===== config.mk =====
export PLATFORM = sky130hd
export DESIGN_NAME = pipe_hazard_ctrl_flat
export DESIGN_NICKNAME = d
export VERILOG_FILES = /design/src/rtl/pipe_hazard_ctrl_if.sv /design/src/rtl/pipe_hazard_ctrl.sv /design/src/flat_wrapper.sv
export SDC_FILE = /design/constraint.sdc
export NUM_CORES = 1
export LEC_CHECK = 0
export ABC_CLOCK_PERIOD_IN_PS = 4300
export CAP_MARGIN = 20
export CORE_MARGIN = 2
export CORE_UTILIZATION = 41
export DETAILED_ROUTE_END_ITERATION = 7
export GPL_ROUTABILITY_DRIVEN = 0
export HOLD_SLACK_MARGIN = 0.08
export PLACE_DENSITY = 0.79
export SYNTH_ARGS = -nofsm -noshare
export SYNTH_HDL_FRONTEND = slang
export SYNTH_SLANG_ARGS = --single-unit

===== constraint.sdc =====
create_clock -name clk -period 4.3 [get_ports clk]
set_clock_uncertainty 0.2 [all_clocks]
set_input_delay 1.075 -clock clk [delete_from_list [all_inputs] [get_ports clk]]
set_output_delay 1.075 -clock clk [all_outputs]
set_load 0.05 [all_outputs]

===== src/rtl/pipe_hazard_ctrl_if.sv =====
// Handshake bundle between the pipeline hazard sequencer and the datapath.
// master drives the hazard requests; slave (the sequencer) drives buffer/PC controls.
interface pipe_hazard_ctrl_if;
  logic       i_load_use;
  logic       i_mem_wide;
  logic       i_branch_taken;
  logic       i_int;

  logic       o_pc_en;
  logic [1:0] o_pc_sel;
  logic       o_if_id_en;
  logic       o_id_ex_en;
  logic       o_ex_mem_en;
  logic       o_mem_wb_en;
  logic       o_if_id_flush;
  logic       o_id_ex_flush;
  logic [1:0] o_int_push;
  logic       o_int_ack;
  logic [2:0] o_state;

  modport master (
    output i_load_use, i_mem_wide, i_branch_taken, i_int,
    input  o_pc_en, o_pc_sel, o_if_id_en, o_id_ex_en, o_ex_mem_en, o_mem_wb_en,
           o_if_id_flush, o_id_ex_flush, o_int_push, o_int_ack, o_state
  );

  modport slave (
    input  i_load_use, i_mem_wide, i_branch_taken, i_int,
    output o_pc_en, o_pc_sel, o_if_id_en, o_id_ex_en, o_ex_mem_en, o_mem_wb_en,
           o_if_id_flush, o_id_ex_flush, o_int_push, o_int_ack, o_state
  );
endinterface


===== src/rtl/pipe_hazard_ctrl.sv =====
// Stall/flush sequencer for the 5-stage pipeline: load-use bubbles, wide memory waits,
// taken branches and the interrupt entry sequence (push PC lo/hi, vector fetch).
//
// state      | meaning
// -----------+-----------------------------------------------------------
// RESET      | all buffers frozen, IF/ID and ID/EX loaded with NOPs
// RUN        | normal flow; branch, interrupt accept and load-use handled here
// MEM_WAIT   | pipeline frozen while a wide access completes, then ret_state
// PUSH_LO    | push low half of the return PC
// PUSH_HI    | push high half of the return PC
// INT_VEC    | load PC from the interrupt vector, acknowledge the interrupt
module pipe_hazard_ctrl #(
  parameter int MEM_WAIT = 1,
  parameter int CNT_W    = 2
) (
  input  logic               clk,
  input  logic               rst,
  pipe_hazard_ctrl_if.slave  hz
);

  typedef enum logic [2:0] {
    ST_RESET    = 3'd0,
    ST_RUN      = 3'd1,
    ST_MEM_WAIT = 3'd2,
    ST_PUSH_LO  = 3'd3,
    ST_PUSH_HI  = 3'd4,
    ST_INT_VEC  = 3'd5
  } state_e;

  localparam logic [CNT_W-1:0] CNT_LOAD = CNT_W'(MEM_WAIT - 1);

  localparam logic [1:0] SEL_PC1 = 2'b00;
  localparam logic [1:0] SEL_BR  = 2'b01;
  localparam logic [1:0] SEL_VEC = 2'b10;

  localparam logic [1:0] PUSH_NONE = 2'b00;
  localparam logic [1:0] PUSH_LO   = 2'b01;
  localparam logic [1:0] PUSH_HI   = 2'b10;

  state_e           state_q, state_d;
  state_e           ret_state_q, ret_state_d;
  logic [CNT_W-1:0] cnt_q, cnt_d;
  logic             int_pend_q, int_pend_d;

  logic       pc_en, if_id_en, id_ex_en, ex_mem_en, mem_wb_en;
  logic       if_id_flush, id_ex_flush, int_ack;
  logic [1:0] pc_sel, int_push;

  always_ff @(posedge clk) begin
    if (!rst) begin
      state_q     <= ST_RESET;
      ret_state_q <= ST_RUN;
      cnt_q       <= '0;
      int_pend_q  <= 1'b0;
    end else begin
      state_q     <= state_d;
      ret_state_q <= ret_state_d;
      cnt_q       <= cnt_d;
      int_pend_q  <= int_pend_d;
    end
  end

  always_comb begin
    state_d     = state_q;
    ret_state_d = ret_state_q;
    cnt_d       = cnt_q;
    int_pend_d  = int_pend_q;

    pc_en       = 1'b1;
    pc_sel      = SEL_PC1;
    if_id_en    = 1'b1;
    id_ex_en    = 1'b1;
    ex_mem_en   = 1'b1;
    mem_wb_en   = 1'b1;
    if_id_flush = 1'b0;
    id_ex_flush = 1'b0;
    int_push    = PUSH_NONE;
    int_ack     = 1'b0;

    // Requests latch in every live state; only the vector fetch consumes them.
    if (state_q inside {ST_RUN, ST_MEM_WAIT, ST_PUSH_LO, ST_PUSH_HI}) begin
      int_pend_d = int_pend_q | hz.i_int;
    end

    case (state_q)
      ST_RUN: begin
        if (hz.i_mem_wide) begin
          {pc_en, if_id_en, id_ex_en, ex_mem_en, mem_wb_en} = 5'b0;
          cnt_d       = CNT_LOAD;
          ret_state_d = ST_RUN;
          state_d     = ST_MEM_WAIT;
        end else if (hz.i_branch_taken) begin
          pc_sel      = SEL_BR;
          if_id_flush = 1'b1;
          id_ex_flush = 1'b1;
        end else if (int_pend_q) begin
          pc_en       = 1'b0;
          if_id_flush = 1'b1;
          id_ex_flush = 1'b1;
          state_d     = ST_PUSH_LO;
        end else if (hz.i_load_use) begin
          pc_en       = 1'b0;
          if_id_en    = 1'b0;
          id_ex_flush = 1'b1;
        end
      end

      ST_MEM_WAIT: begin
        if (cnt_q != '0) begin
          {pc_en, if_id_en, id_ex_en, ex_mem_en, mem_wb_en} = 5'b0;
          cnt_d = cnt_q - CNT_W'(1);
        end else begin
          state_d = ret_state_q;
        end
      end

      ST_PUSH_LO, ST_PUSH_HI: begin
        pc_en       = 1'b0;
        if_id_en    = 1'b0;
        id_ex_flush = 1'b1;
        // An older wide op still in MEM owns the memory port; wait, then retry the push.
        if (hz.i_mem_wide) begin
          {pc_en, if_id_en, id_ex_en, ex_mem_en, mem_wb_en} = 5'b0;
          cnt_d       = CNT_LOAD;
          ret_state_d = state_q;
          state_d     = ST_MEM_WAIT;
        end else if (state_q == ST_PUSH_LO) begin
          int_push = PUSH_LO;
          state_d  = ST_PUSH_HI;
        end else begin
          int_push = PUSH_HI;
          state_d  = ST_INT_VEC;
        end
      end

      ST_INT_VEC: begin
        pc_sel      = SEL_VEC;
        if_id_flush = 1'b1;
        id_ex_flush = 1'b1;
        int_ack     = 1'b1;
        int_pend_d  = hz.i_int;
        state_d     = ST_RUN;
      end

      default: begin
        {pc_en, if_id_en, id_ex_en, ex_mem_en, mem_wb_en} = 5'b0;
        if_id_flush = 1'b1;
        id_ex_flush = 1'b1;
        state_d     = ST_RUN;
      end
    endcase
  end

  assign hz.o_pc_en       = pc_en;
  assign hz.o_pc_sel      = pc_sel;
  assign hz.o_if_id_en    = if_id_en;
  assign hz.o_id_ex_en    = id_ex_en;
  assign hz.o_ex_mem_en   = ex_mem_en;
  assign hz.o_mem_wb_en   = mem_wb_en;
  assign hz.o_if_id_flush = if_id_flush;
  assign hz.o_id_ex_flush = id_ex_flush;
  assign hz.o_int_push    = int_push;
  assign hz.o_int_ack     = int_ack;
  assign hz.o_state       = state_q;

endmodule


===== src/flat_wrapper.sv =====
// flat-port wrapper written by rule: the top's interface ports become plain ports
module pipe_hazard_ctrl_flat 
#(
  parameter int MEM_WAIT = 1,
  parameter int CNT_W    = 2
)
  (clk, rst, hz_i_load_use, hz_i_mem_wide, hz_i_branch_taken, hz_i_int, hz_o_pc_en, hz_o_pc_sel, hz_o_if_id_en, hz_o_id_ex_en, hz_o_ex_mem_en, hz_o_mem_wb_en, hz_o_if_id_flush, hz_o_id_ex_flush, hz_o_int_push, hz_o_int_ack, hz_o_state);
  pipe_hazard_ctrl_if hz_i ();
  input  logic clk;
  input  logic rst;
  input wire logic [$bits(hz_i.i_load_use)-1:0] hz_i_load_use;
  input wire logic [$bits(hz_i.i_mem_wide)-1:0] hz_i_mem_wide;
  input wire logic [$bits(hz_i.i_branch_taken)-1:0] hz_i_branch_taken;
  input wire logic [$bits(hz_i.i_int)-1:0] hz_i_int;
  output wire logic [$bits(hz_i.o_pc_en)-1:0] hz_o_pc_en;
  output wire logic [$bits(hz_i.o_pc_sel)-1:0] hz_o_pc_sel;
  output wire logic [$bits(hz_i.o_if_id_en)-1:0] hz_o_if_id_en;
  output wire logic [$bits(hz_i.o_id_ex_en)-1:0] hz_o_id_ex_en;
  output wire logic [$bits(hz_i.o_ex_mem_en)-1:0] hz_o_ex_mem_en;
  output wire logic [$bits(hz_i.o_mem_wb_en)-1:0] hz_o_mem_wb_en;
  output wire logic [$bits(hz_i.o_if_id_flush)-1:0] hz_o_if_id_flush;
  output wire logic [$bits(hz_i.o_id_ex_flush)-1:0] hz_o_id_ex_flush;
  output wire logic [$bits(hz_i.o_int_push)-1:0] hz_o_int_push;
  output wire logic [$bits(hz_i.o_int_ack)-1:0] hz_o_int_ack;
  output wire logic [$bits(hz_i.o_state)-1:0] hz_o_state;
  assign hz_i.i_load_use = hz_i_load_use;
  assign hz_i.i_mem_wide = hz_i_mem_wide;
  assign hz_i.i_branch_taken = hz_i_branch_taken;
  assign hz_i.i_int = hz_i_int;
  assign hz_o_pc_en = hz_i.o_pc_en;
  assign hz_o_pc_sel = hz_i.o_pc_sel;
  assign hz_o_if_id_en = hz_i.o_if_id_en;
  assign hz_o_id_ex_en = hz_i.o_id_ex_en;
  assign hz_o_ex_mem_en = hz_i.o_ex_mem_en;
  assign hz_o_mem_wb_en = hz_i.o_mem_wb_en;
  assign hz_o_if_id_flush = hz_i.o_if_id_flush;
  assign hz_o_id_ex_flush = hz_i.o_id_ex_flush;
  assign hz_o_int_push = hz_i.o_int_push;
  assign hz_o_int_ack = hz_i.o_int_ack;
  assign hz_o_state = hz_i.o_state;
  pipe_hazard_ctrl #(.MEM_WAIT(MEM_WAIT), .CNT_W(CNT_W)) u_core (.clk(clk), .rst(rst), .hz(hz_i));
endmodule

; After elaboration in Yosys (flattened, before gate mapping)
; Cells that the tools add are included.
[totals]
regBits = 9
latchBits = 0
mem_bits_rw = 0
mem_bits_ro = 0
input_bits = 6
out_inout_bits = 15
wordCells = 72
memories = 0
[classes]
add_sub_neg = 1
n_mul = 0
div_mod_pow = 0
order_cmp = 0
n_eq_ne = 12
shifts = 0
n_mux = 43
bitwise = 1
reduce_logical = 11
[op_table]
columns = operator, n
row1 = two-way mux 1 bit, 21
row2 = two-way mux 3 bit, 7
row3 = two-way mux 2 bit, 6
row4 = case mux 1 bit (3 select lines), 3
row5 = case mux 3 bit (3 select lines), 1
row6 = AND reduction 3 bit, 3
row7 = "inequality test 2 bit, second input constant", 4
row8 = case mux 2 bit (2 select lines), 2
row9 = nonzero test 2 bit, 4
row10 = "== test 3 x 2 -> 1 bit, second input constant", 2
row11 = "== test 3 bit, second input constant", 2
row12 = case mux 3 bit (2 select lines), 1
row13 = OR reduction 3 bit, 2
row14 = case mux 1 bit (2 select lines), 2
row15 = nonzero test 4 bit, 1
row16 = "== test 3 x 1 -> 1 bit, second input constant", 1
row17 = "inequality test 3 x 2 -> 1 bit, second input constant", 1
row18 = "inequality test 3 bit, second input constant", 1
row19 = "inequality test 2 x 1 -> 1 bit, second input constant", 1
row20 = OR reduction 2 bit, 1
row21 = "subtractor 2 x 1 -> 2 bit, second input constant", 1
row22 = bitwise OR 1 bit, 1

; Logic depth before layout (Yosys ltp)
; Gate-level depths: netlist of run 1.
[depth]
word_depth = 5
mapped_depth = 6
mapped_depth_nobuf = 5

; Least setup slack after synthesis of run 1
; Ideal clock, no wire load.
[synth_timing]
path_kind = input to output
startpoint = in hz_i_mem_wide
endpoint = out hz_o_int_push[1]
arrival_ns = 2.765
t_required_ns = 3.025
setup_slack_ns = 0.260
cell_stages = 2
n_path_buf = 1
cell_sequence = clkbuf_1 > nor4_1
[synth_between]
elab_chain_len = 2
[synth_rtl]
columns = item, line_no
row1 = "start, declared", flat_wrapper.sv:12  ; input wire logic [$bits(hz_i.i_mem_wide)-1:0] hz_i_mem_wide;
row2 = two-way mux 2 bit, pipe_hazard_ctrl.sv:122  ; if (hz.i_mem_wide) begin
row3 = two-way mux 2 bit, pipe_hazard_ctrl.sv:85  ; case (state_q)
row4 = "end, declared", flat_wrapper.sv:23  ; output wire logic [$bits(hz_i.o_int_push)-1:0] hz_o_int_push;
; Every way passes these cells.

; Worst setup path in the final report of run 1
[layout_timing]
startpoint = in hz_i_mem_wide
endpoint = out hz_o_id_ex_flush
[layout_between]
elab_chain_len = 2
[layout_rtl]
columns = item, line_no
row1 = two-way mux 1 bit, pipe_hazard_ctrl.sv:87  ; if (hz.i_mem_wide) begin
row2 = case mux 1 bit (2 select lines), pipe_hazard_ctrl.sv:85
row3 = "end, declared", flat_wrapper.sv:22  ; output wire logic [$bits(hz_i.o_id_ex_flush)-1:0] hz_o_id_ex_flush;
; Every way passes these cells.

==> results of run 1 <==
-- critical path, delay by kind of cell --
family,cells,cell delay (ps)
AO/OA/AOI/OAI,1,290
AND/OR/NAND/NOR,1,550
buffers and inverters,2,750
-- cell families (layout without fill, tap and decap cells) --
group                    count (synthesis)  count (layout)
flip-flops                               9               9
AO/OA/AOI/OAI                           30              30
AND/OR/NAND/NOR                         32              32
buffers and inverters                   15              30
XOR/XNOR                                 1               1
adder cells (fa/ha/maj)                  1               1
-- area by class of cell --
type	count	area [µm²]	share of cell area, %
flip-flops and latches	9	180	19.6
repair buffers	20	238	25.8
well taps	16	20.0	2.17
inverters	6	22.5	2.45
clock buffers	4	26.3	2.85
multi-input cells	64	434	47.1
-- cell usage in the layout, fill, tap and decap left out, types with 2 or more instances in the layout --
cell / netlist / final
nor2_1: 3 / 3
nand2b_1: 4 / 4
a31oi_1: 2 / 2
and2_1: 3 / 3
o21ai_0: 8 / 8
nor3_1: 2 / 2
clkbuf_4: 0 / 3
a21boi_0: 2 / 2
clkdlybuf4s50_1: 0 / 10
dfxtp_1: 9 / 9
buf_12: 0 / 5
o32ai_1: 2 / 2
nor2b_1: 4 / 4
o211a_1: 2 / 2
o21a_1: 2 / 2
a21oi_1: 3 / 3
inv_1: 5 / 5
nand2_1: 4 / 4
or4b_1: 2 / 2
buf_4: 4 / 5
-- flip-flops by register name (all words and copies together), names as in the netlist --
signal / flops
u_core.cnt_q: 2
u_core.hz.o_state: 3
u_core.int_pend_q: 1
u_core.ret_state_q: 3
-- power by group through the flow --
stage               clock (mW)  sequential, mW  combinational, mW
floorplan                    0          0.0969             0.0712
global placement             0          0.0983              0.110
detailed placement           0          0.0985              0.111
CTS                     0.0690          0.0967              0.112
global route            0.0720          0.0984              0.118
finish                  0.0657          0.0967              0.111
-- worst max path at each step --
stage | end | depth (start not counted)
finish | hz_o_id_ex_flush | 4
global route | hz_o_id_ex_flush | 4
floorplan | hz_o_int_push[1] | 2
global placement | hz_o_id_ex_flush | 4
CTS | hz_o_id_ex_flush | 4
detailed placement | hz_o_id_ex_flush | 4
-- metal layers --
| metal | GRT usage (%) | part of all wire (%) | vias to the layer above |
|---|---|---|---|
| met5 | 0 | 0 | - |
| met4 | 8.82 | 0.37 | 0 |
| met3 | 1.60 | 4.6 | 2 |
| met2 | 28.3 | 45 | 20 |
| met1 | 23.4 | 50 | 313 |
| li1 | - | - | 347 |
==> metrics.md, run 1 <==
| Metric | Value |
|---|---|
| Final hold violations | `0` |
| Leak | `0.381 nW` |
| Clock root buffer | `clkbuf_4` |
| Combinational share of power | `40.6%` |
| Worst-path cell with the longest stage delay | `clkdlybuf4s50_1` |
| Die ar. | `2020 µm²` |
| Input/output buffers | `20` |
| Total Power | `0.273 mW` |
| Cell count after placement | `115` |
| Synthesized area | `688 µm²` |
| Worst vdd ir | `0.168 mV` |
| Crit path kind | `primary input to primary output` |
| Hold WC Path Type | `flop to flop` |
| Cell count after synthesis | `88` |
| Via density per instance | `5.73` |
| Fraction of synthesis flops using an asynchronous set or reset pin | `0%` |
| Half-perimeter wire length after placement | `1190 µm` |
| Setup TNS | `0 ps` |
| Sw Ratio | `37.9%` |
| Reg2reg setup slack | `2320 ps` |
| Share of layout cells above drive strength 1 | `15.5%` |
| Hold path depth | `1` |
| Area share of the largest cell type after synthesis | `26.2%` |
| Wire length per cell | `13.5 µm` |
| Ports | `21` |
| Post-Synth Simple-Gate Area | `29.6%` |
| Initial DRC count | `26` |
| Die height | `45.0 µm` |
| Worst Hold Launch | `u_core.cnt_q[0]$_SDFFE_PN0P_` |
| RSZ-0062 raised after global routing | `no` |
| Setup bufs post-CTS | `0` |
| DRC errors left | `0` |
| Internal power | `0.170 mW` |
| Final instance area | `921 µm²` |
| Startpoint Class | `primary input` |
| Fin. max-slew vios | `0` |
| Rel. slew slack | `56.9%` |
| Layout Cells excl Fill | `119` |
| Ant diodes | `0` |
| Worst path arrival time | `2660 ps` |
| Synth warnings | `0` |
| Post-route ant nets | `0` |
| Final setup fails | `0` |
| Routed wire length | `1600 µm` |
| Critical Path, Cell by Cell | `clkdlybuf4s50_1, or4b_1, o211ai_1, buf_12` |
| Number of global-route vias before repair | `604` |
| CTS sink count | `9` |
| Pwr/cell area | `297 nW/µm²` |
| Max FO, Critical Path | `12` |
| P&R area growth vs syn | `33.8%` |
| Core ar. | `1540 µm²` |
| Cell taking the most area after synthesis | `dfxtp_1` |
| Worst Setup SP | `hz_i_mem_wide` |
| Place WS | `352 ps` |
| Hold slack | `269 ps` |
| Cell Area, Placed | `895 µm²` |
| Flops & latches, synth | `9` |
| Initial antenna violation count | `0` |
| Achievable clock frequency | `0.254 GHz` |
| Run status | `finished, final reports clean` |
| XOR/XNOR share of the synthesized area | `1.27%` |
| Initial Util | `44.6%` |
| CP peak stage delay | `570 ps` |
| Cts hold-fix bufs | `0` |
| Avg Inst Size Synth | `7.82 µm²` |
| First-pass GRT wire length | `2650 µm` |
| NetSw | `0.104 mW` |
| DRT Pass-1 Iters | `4` |
| FF-to-FF path depth | `3` |
| Die Span X | `45.0 µm` |
| Post_cts resized | `0` |
| Syn Nets | `95` |
| Min Clock Period, post-route | `3940 ps` |
| Synth Area in Adders | `1.82%` |
| Synth area leaders | `dfxtp_1 (26%), o21ai_0 (5.8%), buf_4 (4.4%), nand2b_1 (3.6%), nor2b_1 (3.6%)` |
| Worst Tran Pin Value | `646 ps` |
| Fillers | `147` |
| Total gr overflow | `0` |
| CTS tree | `yes` |
| Total CTS buffers | `3` |
| Worst-path clk slew | `60 ps` |
| Seq/Total Area, Yosys | `26.2%` |
| Largest net degree at the start of global routing | `24` |
| Post-synth EDFFs | `0` |
| Clock power frac | `24.0%` |
| Clk buf depth | `2` |
| Hold Path Sink | `u_core.cnt_q[0]$_SDFFE_PN0P_` |
| Max cap viols | `0` |
| Largest family of logic cells by synthesized area | `compound AO/OA/AOI/OAI gates` |
| Fin util | `59.7%` |
| Post-synthesis cell type count | `41` |
| Worst EP required | `3020 ps` |
| Most numerous cell in the Yosys netlist | `dfxtp_1` |
| Vias post-DR | `682` |
| Worst r2r src | `u_core.hz.o_state[1]$_SDFFE_PN0P_` |
| Skew-Pair Late Insertion Delay | `260 ps` |
| Overall Global Routing Usage | `17.6%` |
| Post-synthesis compound-gate area fraction | `30.4%` |
| Std cell rows | `14` |
| Worst reg2reg endpoint | `u_core.cnt_q[1]$_SDFFE_PN0P_` |
| Final period util | `91.6%` |
| Post-synthesis mux area share | `0%` |
| Nets@finish | `111` |
| Main synth FF type | `dfxtp_1` |
| Fin worst setup slack | `361 ps` |
| H-tree depth | `1` |
| Crit end category | `primary output` |
| Seq pwr share | `35.4%` |
| Most frequent cells after synthesis | `dfxtp_1 (9), o21ai_0 (8), inv_1 (5)` |
Note: power is estimated with default switching activity, not from simulation.
==> run 2: changes to the inputs <==
Settings changed: ABC_CLOCK_PERIOD_IN_PS 4300 to 3300, CORE_UTILIZATION 41 to 40, PLACE_DENSITY 0.79 to 0.81.
Clock period 4.3 ns to 3.3 ns, I/O delays scaled along.
==> run 2 against run 1 <==
Net effect: via count is 8.9% higher; worst hold slack worse by 11 ps; sequential power is 26% higher; critical path depth is 1 higher; cell count is 5.9% higher; die area is 2.3% higher; total power is 39% higher; critical endpoint is now hz_o_if_id_flush; worst setup slack worse by 140 ps; register-to-register slack worse by 1000 ps; first-iteration DRC count is 58% lower; global-route usage is 2.0 points higher; routed wire length is 7.4% higher.
==> metrics.md, run 2 (synthesis results as in run 1) <==
| Metric | Value |
|---|---|
| Final hold violations | `0` |
| Buffer and inverter count on the worst path | `2` |
| Pwr/cell area | `370 nW/µm²` |
| Die ar. | `2070 µm²` |
| Worst Tran Pin Value | `498 ps` |
| Min Clock Period, post-route | `3080 ps` |
| Reg2reg setup slack | `1320 ps` |
| Total gr overflow | `0` |
| Share of layout cells above drive strength 1 | `22.7%` |
| Total CTS buffers | `3` |
| Final setup fails | `0` |
| Ports | `21` |
| Max FO, Critical Path | `5` |
| Startpoint Class | `primary input` |
| Ant diodes | `0` |
| Nets@finish | `118` |
| Largest net degree at the start of global routing | `15` |
| Input/output buffers | `20` |
| CTS tree | `yes` |
| H-tree depth | `1` |
| Wire length per cell | `13.7 µm` |
| Cts hold-fix bufs | `0` |
| Fin. max-slew vios | `0` |
| Most common cell after layout, fill and taps aside | `buf_4` |
| Run status | `finished, final reports clean` |
| Crit end category | `primary output` |
| Hold path depth | `1` |
| Achievable clock frequency | `0.325 GHz` |
| Worst vdd ir | `0.260 mV` |
| Vias post-DR | `743` |
| Overall Global Routing Usage | `19.6%` |
| Via density per instance | `5.90` |
| Hold WC Path Type | `flop to flop` |
| Final period util | `93.3%` |
| Setup TNS | `0 ps` |
| Routed wire length | `1720 µm` |
| Hold slack | `259 ps` |
| Worst EP required | `2270 ps` |
| Number of global-route vias before repair | `646` |
| Worst-path clk slew | `60 ps` |
| Core ar. | `1560 µm²` |
| FF-to-FF path depth | `4` |
| Worst path arrival time | `2050 ps` |
| Std cell rows | `14` |
| CP peak stage delay | `540 ps` |
| First-pass GRT wire length | `2820 µm` |
| P&R area growth vs syn | `48.9%` |
| Top delay family on crit path | `buffers and inverters` |
| Skew-Pair Late Insertion Delay | `280 ps` |
| Initial Util | `44.1%` |
| Die height | `45.5 µm` |
| Worst-path cell with the longest stage delay | `clkdlybuf4s50_1` |
| RSZ-0062 raised after global routing | `no` |
| DRT Pass-1 Iters | `4` |
| Crit path kind | `primary input to primary output` |
| Initial antenna violation count | `0` |
| Most frequent cells in the layout | `buf_4 (10), clkdlybuf4s50_1 (9), dfxtp_1 (9), o21ai_0 (8), buf_12 (6)` |
| CTS sink count | `9` |
| Half-perimeter wire length after placement | `1270 µm` |
| Clock root buffer | `clkbuf_4` |
| Levels on crit path | `5` |
| Rel. slew slack | `66.7%` |
| Post-route ant nets | `0` |
| Max cap viols | `0` |
| Setup bufs post-CTS | `0` |
| Post_cts resized | `0` |
| Initial DRC count | `11` |
| Leak | `0.445 nW` |
| DRC errors left | `0` |
| Clk buf depth | `2` |
| Critical Path, Cell by Cell | `clkdlybuf4s50_1, nor2_1, o21a_1, o31ai_2, buf_12` |
| Die Span X | `45.5 µm` |
[run 2: worst paths after layout]
kind,endpoint,start
worst max-delay path,hz_o_if_id_flush,hz_i_branch_taken
worst max register to register,u_core.cnt_q[1]$_SDFFE_PN0P_,u_core.hz.o_state[1]$_SDFFE_PN0P_
worst min-delay path,u_core.cnt_q[0]$_SDFFE_PN0P_,u_core.cnt_q[0]$_SDFFE_PN0P_
worst min register to register,u_core.cnt_q[0]$_SDFFE_PN0P_,u_core.cnt_q[0]$_SDFFE_PN0P_
[run 2: through the flow]
step | worst slack, ps | instance area [µm²] | power [mW] | utilization [%] | cells
finish | 220 | 1020 | 0.379 | 65.7 | 126
global route | 140 | 1020 | 0.393 | 65.7 | 126
CTS | 17.8 | 1010 | 0.372 | 64.8 | 126
detailed placement | 17.8 | 983 | 0.284 | 63.1 | 122
global placement | 27.2 | 983 | 0.281 | 63.1 | 122
floorplan | 10.5 | 701 | 0.221 | - | 88
[run 2: worst reg2reg max path, delay by kind of cell, from the launching register on]
family	cells	cell delay [ps]
flops	1	560
compound gates	1	130
buf+inv	1	250
simple gates	2	740
[run 2: layer usage]
layer	up-vias	routed length (µm)	track usage, %
li1	365	-	-
met1	340	775	22.4
met2	32	781	31.0
met3	6	104	4.37
met4	0	60	15.3
met5	-	0	0
[run 2: layout make-up]
class / count / area, µm²
inverter: 6 / 22.5
timing repair buffer: 27 / 330
fill: 138 / 534
multi-input combinational: 64 / 445
clock buffer: 4 / 26.3
sequential: 9 / 180
tap: 16 / 20.0
[run 2: power breakdown]
part           switching, mW  internal (mW)
sequential           0.00930          0.113
combinational         0.0893         0.0773
clock                 0.0434         0.0469
==> run 3: changes to the inputs <==
Settings changed: ABC_AREA from default to 1, CORE_UTILIZATION 40 to 39, PLACE_DENSITY 0.81 to 0.8.
==> run 3 against run 2 <==
Net effect: via count shrank 8.6%; synthesized cell count grew 15%; maximum frequency shrank 1.1%; critical path depth grew 2; clock power shrank 4.8%; core utilization shrank 1.6 points; non-clock buffer count shrank 6.
==> metrics.md, run 3 <==
| Metric | Value |
|---|---|
| Nets@finish | `131` |
| Die Span X | `44.4 µm` |
| DRC errors left | `0` |
| Die ar. | `1970 µm²` |
| Initial Util | `41.7%` |
| Post-synthesis cell type count | `20` |
| Final hold violations | `0` |
| Met2 usage | `28.8%` |
| Syn Nets | `108` |
| Fin. max-slew vios | `0` |
| Clock root buffer | `clkbuf_4` |
| Worst EP required | `2270 ps` |
| Overall Global Routing Usage | `18.2%` |
| DRT Pass-1 Iters | `5` |
| First-pass GRT wire length | `2700 µm` |
| Worst reg2reg endpoint | `u_core.cnt_q[1]$_SDFFE_PN0P_` |
| CTS sink count | `9` |
| Synthesized area | `636 µm²` |
| Std cell rows | `14` |
| Synth warnings | `0` |
| Internal power | `0.567 mW` |
| Final period util | `94.3%` |
| Run status | `finished, final reports clean` |
| Achievable clock frequency | `0.321 GHz` |
| Setup bufs post-CTS | `0` |
| Input/output buffers | `20` |
| CTS tree | `yes` |
| Most frequent cells after synthesis | `nand2_1 (25), inv_1 (13), nor2_1 (11), dfxtp_1 (9), nand3_1 (6)` |
| Initial DRC count | `24` |
| Hold path depth | `2` |
| Seq pwr share | `14.5%` |
| Startpoint Class | `primary input` |
| Leak | `0.464 nW` |
| Sw Ratio | `53.2%` |
| Worst-path clk slew | `60 ps` |
| Avg Inst Size Synth | `6.29 µm²` |
| Wire length per cell | `11.1 µm` |
| H-tree depth | `1` |
| Register area | `180 µm²` |
| Worst path arrival time | `2090 ps` |
| Combinational share of power | `78.4%` |
| Clk buf depth | `2` |
| Number of global-route vias before repair | `682` |
| Multi-input combinational cell area | `379 µm²` |
| NetSw | `0.644 mW` |
| Min Clock Period, post-route | `3110 ps` |
| Worst vdd ir | `0.520 mV` |
| Largest net degree at the start of global routing | `9` |
| Post-synth EDFFs | `0` |
| Half-perimeter wire length after placement | `1270 µm` |
| Worst r2r src | `u_core.hz.o_state[0]$_SDFFE_PN0P_` |
| Hold Path Sink | `u_core.ret_state_q[1]$_SDFFE_PN0P_` |
| FF-to-FF path depth | `7` |
| Max cap viols | `0` |
| Top Usage Layer GRT | `met2` |
| Skew-Pair Late Insertion Delay | `260 ps` |
| Main synth FF type | `dfxtp_1` |
| Worst-path cell with the longest stage delay | `clkdlybuf4s50_1` |
| Seq/Total Area, Yosys | `28.3%` |
| Met1 Track Usage GR | `24.4%` |
| Hold WC Path Type | `flop to flop` |
| Critical Path, Cell by Cell | `clkdlybuf4s50_1, inv_1, nand2_2, inv_1, o21ai_0, o211ai_1, buf_12` |
| Die height | `44.4 µm` |
| Worst Tran Pin Value | `504 ps` |
| Total gr overflow | `0` |
| CP peak stage delay | `480 ps` |
| Core ar. | `1520 µm²` |
| Final setup fails | `0` |
| Worst Hold Launch | `u_core.ret_state_q[1]$_SDFFE_PN0P_` |
| Post-route ant nets | `0` |
| Most common cell after layout, fill and taps aside | `nand2_1` |
| Met3 Use GR | `2.45%` |
| Setup TNS | `0 ps` |
| Most numerous cell in the Yosys netlist | `nand2_1` |
| Fraction of synthesis flops using an asynchronous set or reset pin | `0%` |
| Flops & latches, synth | `9` |
| Via density per instance | `4.88` |
| Crit end category | `primary output` |
| Clock power frac | `7.1%` |
| Fillers | `139` |
| Cell count after synthesis | `101` |
| Initial antenna violation count | `0` |
| Most frequent cells in the layout | `nand2_1 (25), inv_1 (13), clkdlybuf4s50_1 (10), buf_12 (10)` |
| Pwr/cell area | `1240 nW/µm²` |
| Rel. slew slack | `66.3%` |
| RSZ-0062 raised after global routing | `no` |
| Vias post-DR | `679` |
| Most used cell, CP | `inv_1` |
| Reg2reg setup slack | `1750 ps` |
| Ant diodes | `0` |
| P&R area growth vs syn | `53.7%` |
| Synth area leaders | `dfxtp_1 (28%), nand2_1 (15%), inv_1 (7.7%), nor2_1 (6.5%), nor2_2 (4.9%)` |
| Cell count after placement | `135` |
| Cell taking the most area after synthesis | `dfxtp_1` |
| Ports | `21` |
| Share of layout cells above drive strength 1 | `27.6%` |
| Crit path kind | `primary input to primary output` |
| Layout Cells excl Fill | `139` |
| Total CTS buffers | `3` |
| Area share of the largest cell type after synthesis | `28.3%` |
| Routed wire length | `1550 µm` |
| Max FO, Critical Path | `8` |
-- run 3: changes by cell type after synthesis, moves of 4 or more --
cell / before / now
inv_1: 5 / 13
nand2b_1: 4 / 0
nor2_1: 3 / 11
nor2_2: 0 / 5
nand3_1: 0 / 6
nor2b_1: 4 / 0
nand2_1: 4 / 25
-- run 3: area by class of cell --
cell class / count / share of cell area [%]
Inverter: 17 / 6.53
Multi-Input combinational cell: 72 / 38.8
Tap cell: 16 / 2.05
Clock buffer: 4 / 2.69
Sequential cell: 9 / 18.4
Timing Repair Buffer: 21 / 31.5
-- run 3: how the worst max path moves through the flow --
| stage | startpoint | to | slack, ps | depth (start not counted) |
|---|---|---|---|---|
| global placement | hz_i_mem_wide | hz_o_if_id_flush | 230 | 7 |
| detailed placement | hz_i_mem_wide | hz_o_if_id_flush | 180 | 7 |
| CTS | hz_i_mem_wide | hz_o_if_id_flush | 170 | 7 |
| global route | hz_i_mem_wide | hz_o_if_id_en | 30 | 7 |
| floorplan | u_core.hz.o_state[0]$_SDFFE_PN0P_ | hz_o_pc_en | 20 | 4 |
| finish | hz_i_mem_wide | hz_o_if_id_en | 190 | 7 |
-- run 3: cell families (layout without fill, tap and decap cells) --
family	count (synthesis)	in the layout	share of synthesized area, %
flip-flops	9	9	28.3
AND/OR/NAND/NOR	57	57	43.3
AO/OA/AOI/OAI	14	14	12.8
adder cells (fa/ha/maj)	1	1	1.97
buffers and inverters	20	42	13.6
-- run 3: power by group through the flow --
stage | clock [mW] | combinational [mW] | sequential [mW]
2_1_floorplan | 0 | 0.548 | 0.215
4_1_cts | 0.0869 | 0.948 | 0.175
3_3_place_gp | 0 | 0.929 | 0.175
6_report | 0.0860 | 0.949 | 0.176
5_1_grt | 0.0924 | 1.01 | 0.179
3_5_place_dp | 0 | 0.945 | 0.177
-- run 3: per-layer routing --
metal / routed length [µm] / vias up
met4: 17 / 0
met1: 756 / 296
met3: 69 / 3
met5: 0 / -
met2: 706 / 21
li1: - / 359
-- run 3: repair_timing --
action	CTS	global route
gates resized for setup	0	1
endpoints found under the setup margin	0	1
hold buffers	0	0
-- run 3: worst max-delay path, delay by kind of cell --
kind | cells | cell delay [ps]
simple gates | 1 | 160
compound gates | 2 | 290
buf+inv | 4 | 820
-- run 3: through the flow --
stage / power, mW / setup WS, ps / hold WS (ps) / util [%] / instance area, µm²
finish: 1.21 / 187 / 276 / 64.1 / 977
global route: 1.28 / 26.3 / 300 / 64.1 / 977
CTS: 1.21 / 173 / 272 / 64.1 / 977
detailed placement: 1.12 / 175 / 264 / 62.4 / 951
global placement: 1.10 / 227 / 253 / 62.4 / 951
floorplan: 0.764 / 21.5 / 240 / - / 646
==> variant, RTL diff (flow settings as in run 3) <==
`CNT_W` is set to 2 in 2 places; all go to 4.
--- a/src/rtl/pipe_hazard_ctrl.sv
+++ b/src/rtl/pipe_hazard_ctrl.sv
@@ -11,7 +11,7 @@
 // INT_VEC    | load PC from the interrupt vector, acknowledge the interrupt
 module pipe_hazard_ctrl #(
   parameter int MEM_WAIT = 1,
-  parameter int CNT_W    = 2
+  parameter int CNT_W    = 4
 ) (
   input  logic               clk,
   input  logic               rst,
--- a/src/flat_wrapper.sv
+++ b/src/flat_wrapper.sv
@@ -2,7 +2,7 @@
 module pipe_hazard_ctrl_flat 
 #(
   parameter int MEM_WAIT = 1,
-  parameter int CNT_W    = 2
+  parameter int CNT_W    = 4
 )
   (clk, rst, hz_i_load_use, hz_i_mem_wide, hz_i_branch_taken, hz_i_int, hz_o_pc_en, hz_o_pc_sel, hz_o_if_id_en, hz_o_id_ex_en, hz_o_ex_mem_en, hz_o_mem_wb_en, hz_o_if_id_flush, hz_o_id_ex_flush, hz_o_int_push, hz_o_int_ack, hz_o_state);
   pipe_hazard_ctrl_if hz_i ();
Formal check against the unedited RTL: no difference found for any inputs over 10 cycles, from zero or initial values and one cycle with rst low; that may be too few to reach the edited logic, so the function may still have changed.
==> variant against run 3 <==
- first-iteration DRC count down 50%
- setup slack lost 0.057 ns
- routed wire length rose by 23%
- combinational power grew 7%
- maximum frequency down 1.8%
- worst hold slack got worse by 0.0047 ns
- area after synthesis rose by 15%
- cell count is 17% higher
- design area grew 13%
- total power increased by 11%
- sequential cell count is 2 higher
- count of clock-buffer cells in the layout is the same
- via count grew 22%
- largest power group unchanged
==> variant: results (changes against run 3) <==
[metrics] run status: complete, no violations (unchanged)
[metrics] Fill cells: 157 (was 139)
[metrics] GRT Util Overall: 19.1% (was 18.2%)
[metrics] cell count of the worst reg-to-reg path: 7 (unchanged)
[metrics] pin count of the biggest net entering global routing: 8 (was 9)
[metrics] synthesized area per cell: 6.49 um^2 (was 6.29 um^2)
[metrics] CP max FO: 5 (was 8)
[metrics] number of nets at the end of the flow: 147 (was 131)
[metrics] r2r setup slk: 1.58 ns (was 1.75 ns)
[metrics] pre-CTS setup slack: 0.112 ns (was 0.175 ns)
[metrics] worst-skew pair later-pin latency: 0.28 ns (was 0.26 ns)
[metrics] vias after detailed routing: 829 (was 679)
[metrics] worst min-delay path category: flip-flop to flip-flop (unchanged)
[metrics] port buffer count: 20 (unchanged)
[metrics] number of flip-flops under the largest register name: 4
[metrics] Leak: 0.518 nW (was 0.464 nW)
[metrics] share of the synthesized area in the top cell type: 30.0% (was 28.3%)
[metrics] capture point of the worst path: hz_o_if_id_en (unchanged)
[metrics] signal arrival time at the worst endpoint: 2.14 ns (was 2.09 ns)
[metrics] first drt pass iteration count: 4 (was 5)
[metrics] most frequently used flop master after synthesis: dfxtp_1 (unchanged)
[metrics] non-filler cells, final: 163 (was 139)
[metrics] worst hold endpoint: u_core.cnt_q[1]$_SDFFE_PN0P_ (was u_core.ret_state_q[1]$_SDFFE_PN0P_)
[metrics] DRC marker count from the first detailed-route iteration: 12 (was 24)
[metrics] R2R Path Start: u_core.hz.o_state[1]$_SDFFE_PN0P_ (was u_core.hz.o_state[0]$_SDFFE_PN0P_)
[metrics] count of cells resized by post-cts repair: 0 (unchanged)
[metrics] number of global-route vias before repair: 741 (was 682)
[metrics] cell count of the worst hold path: 2 (unchanged)
[metrics] number of warning messages in the yosys log: 0 (unchanged)
[metrics] Post-DP Area: 1060 um^2 (was 951 um^2)
[metrics] end of the worst register-to-register path: u_core.hz.o_state[0]$_SDFFE_PN0P_ (was u_core.cnt_q[1]$_SDFFE_PN0P_)
[metrics] share of post-route cells with drive strength above 1: 21.0% (was 27.6%)
[metrics] sequential fraction of the synthesis area: 30.0% (was 28.3%)
[metrics] number of antenna repair diodes: 0 (unchanged)
[metrics] WL final: 1900 um (was 1550 um)
[metrics] largest voltage drop on the vdd net: 599 uV (was 520 uV)
[metrics] hold wc startpoint: u_core.cnt_q[1]$_SDFFE_PN0P_ (was u_core.ret_state_q[1]$_SDFFE_PN0P_)
[metrics] cell types occupying the most area after synthesis: dfxtp_1, nand2_1, inv_1 (unchanged)
[metrics] clk slew on worst S/H paths: 0.08 ns (was 0.06 ns)
[metrics] number of buffers on the longest clock path: 2 (unchanged)
[metrics] initial antenna violation count: 0 (unchanged)
[metrics] final critical delay including setup and external delays: 3.17 ns (was 3.11 ns)
[metrics] commonest cells in the netlist: nand2_1, inv_1, nor2_1 (unchanged)
[metrics] first-pass GRT wire length: 2970 um (was 2700 um)
[metrics] dpl hpwl: 1570 um (was 1270 um)
[metrics] headroom to the max-slew limit: 67.1% (was 66.3%)
[metrics] number of nets in the synthesized netlist: 121 (was 108)
[variant: power by group]
group	internal [W]	switching (W)	leakage (nW)
sequential	0.000177	0.0000463	0.0903
combinational	0.000411	0.000612	0.413
clock	0.0000469	0.0000483	0.0150
[variant: metal layers]
| metal | track usage [%] | vias to the layer above | part of all wire, % |
|---|---|---|---|
| met3 | 2.69 | 4 | 5.1 |
| met5 | 0 | - | 0 |
| li1 | - | 418 | - |
| met4 | 12.8 | 0 | 2.2 |
| met1 | 20.4 | 380 | 41 |
| met2 | 34.3 | 27 | 52 |
[variant: logic make-up after synthesis]
family	after synthesis	share of synthesized area [%]
simple gates	61	40.6
buf+inv	25	14.3
compound gates	13	10.4
flops	11	30.0
fa+ha+maj	2	3.41
xor+xnor	1	1.19
[variant: final cells by class]
cell class,instances,share of cell area [%]
Timing Repair Buffer,24,29.9
Sequential cell,11,19.9
Inverter,22,7.47
Tap cell,25,2.83
Clock buffer,4,2.38
Multi-Input combinational cell,77,37.5
[variant: stage by stage]
stage / hold slack (ns) / util, %
floorplan: 0.238 / -
global placement: 0.251 / 60.9
detailed placement: 0.265 / 60.9
CTS: 0.276 / 62.4
global route: 0.296 / 63.3
finish: 0.271 / 63.3
[variant: repair_timing]
item                                    CTS  global route
endpoints found under the setup margin    0             2
setup buffers                             0             2
endpoints found under the hold margin     0             0
[variant: critical path, cell delays in order]
cell and delay, ns:
clkdlybuf4s50_1 0.43, inv_1 0.10, nand4_1 0.18, inv_1 0.14, o21ai_0 0.13, o211ai_1 0.17
buf_12 0.18
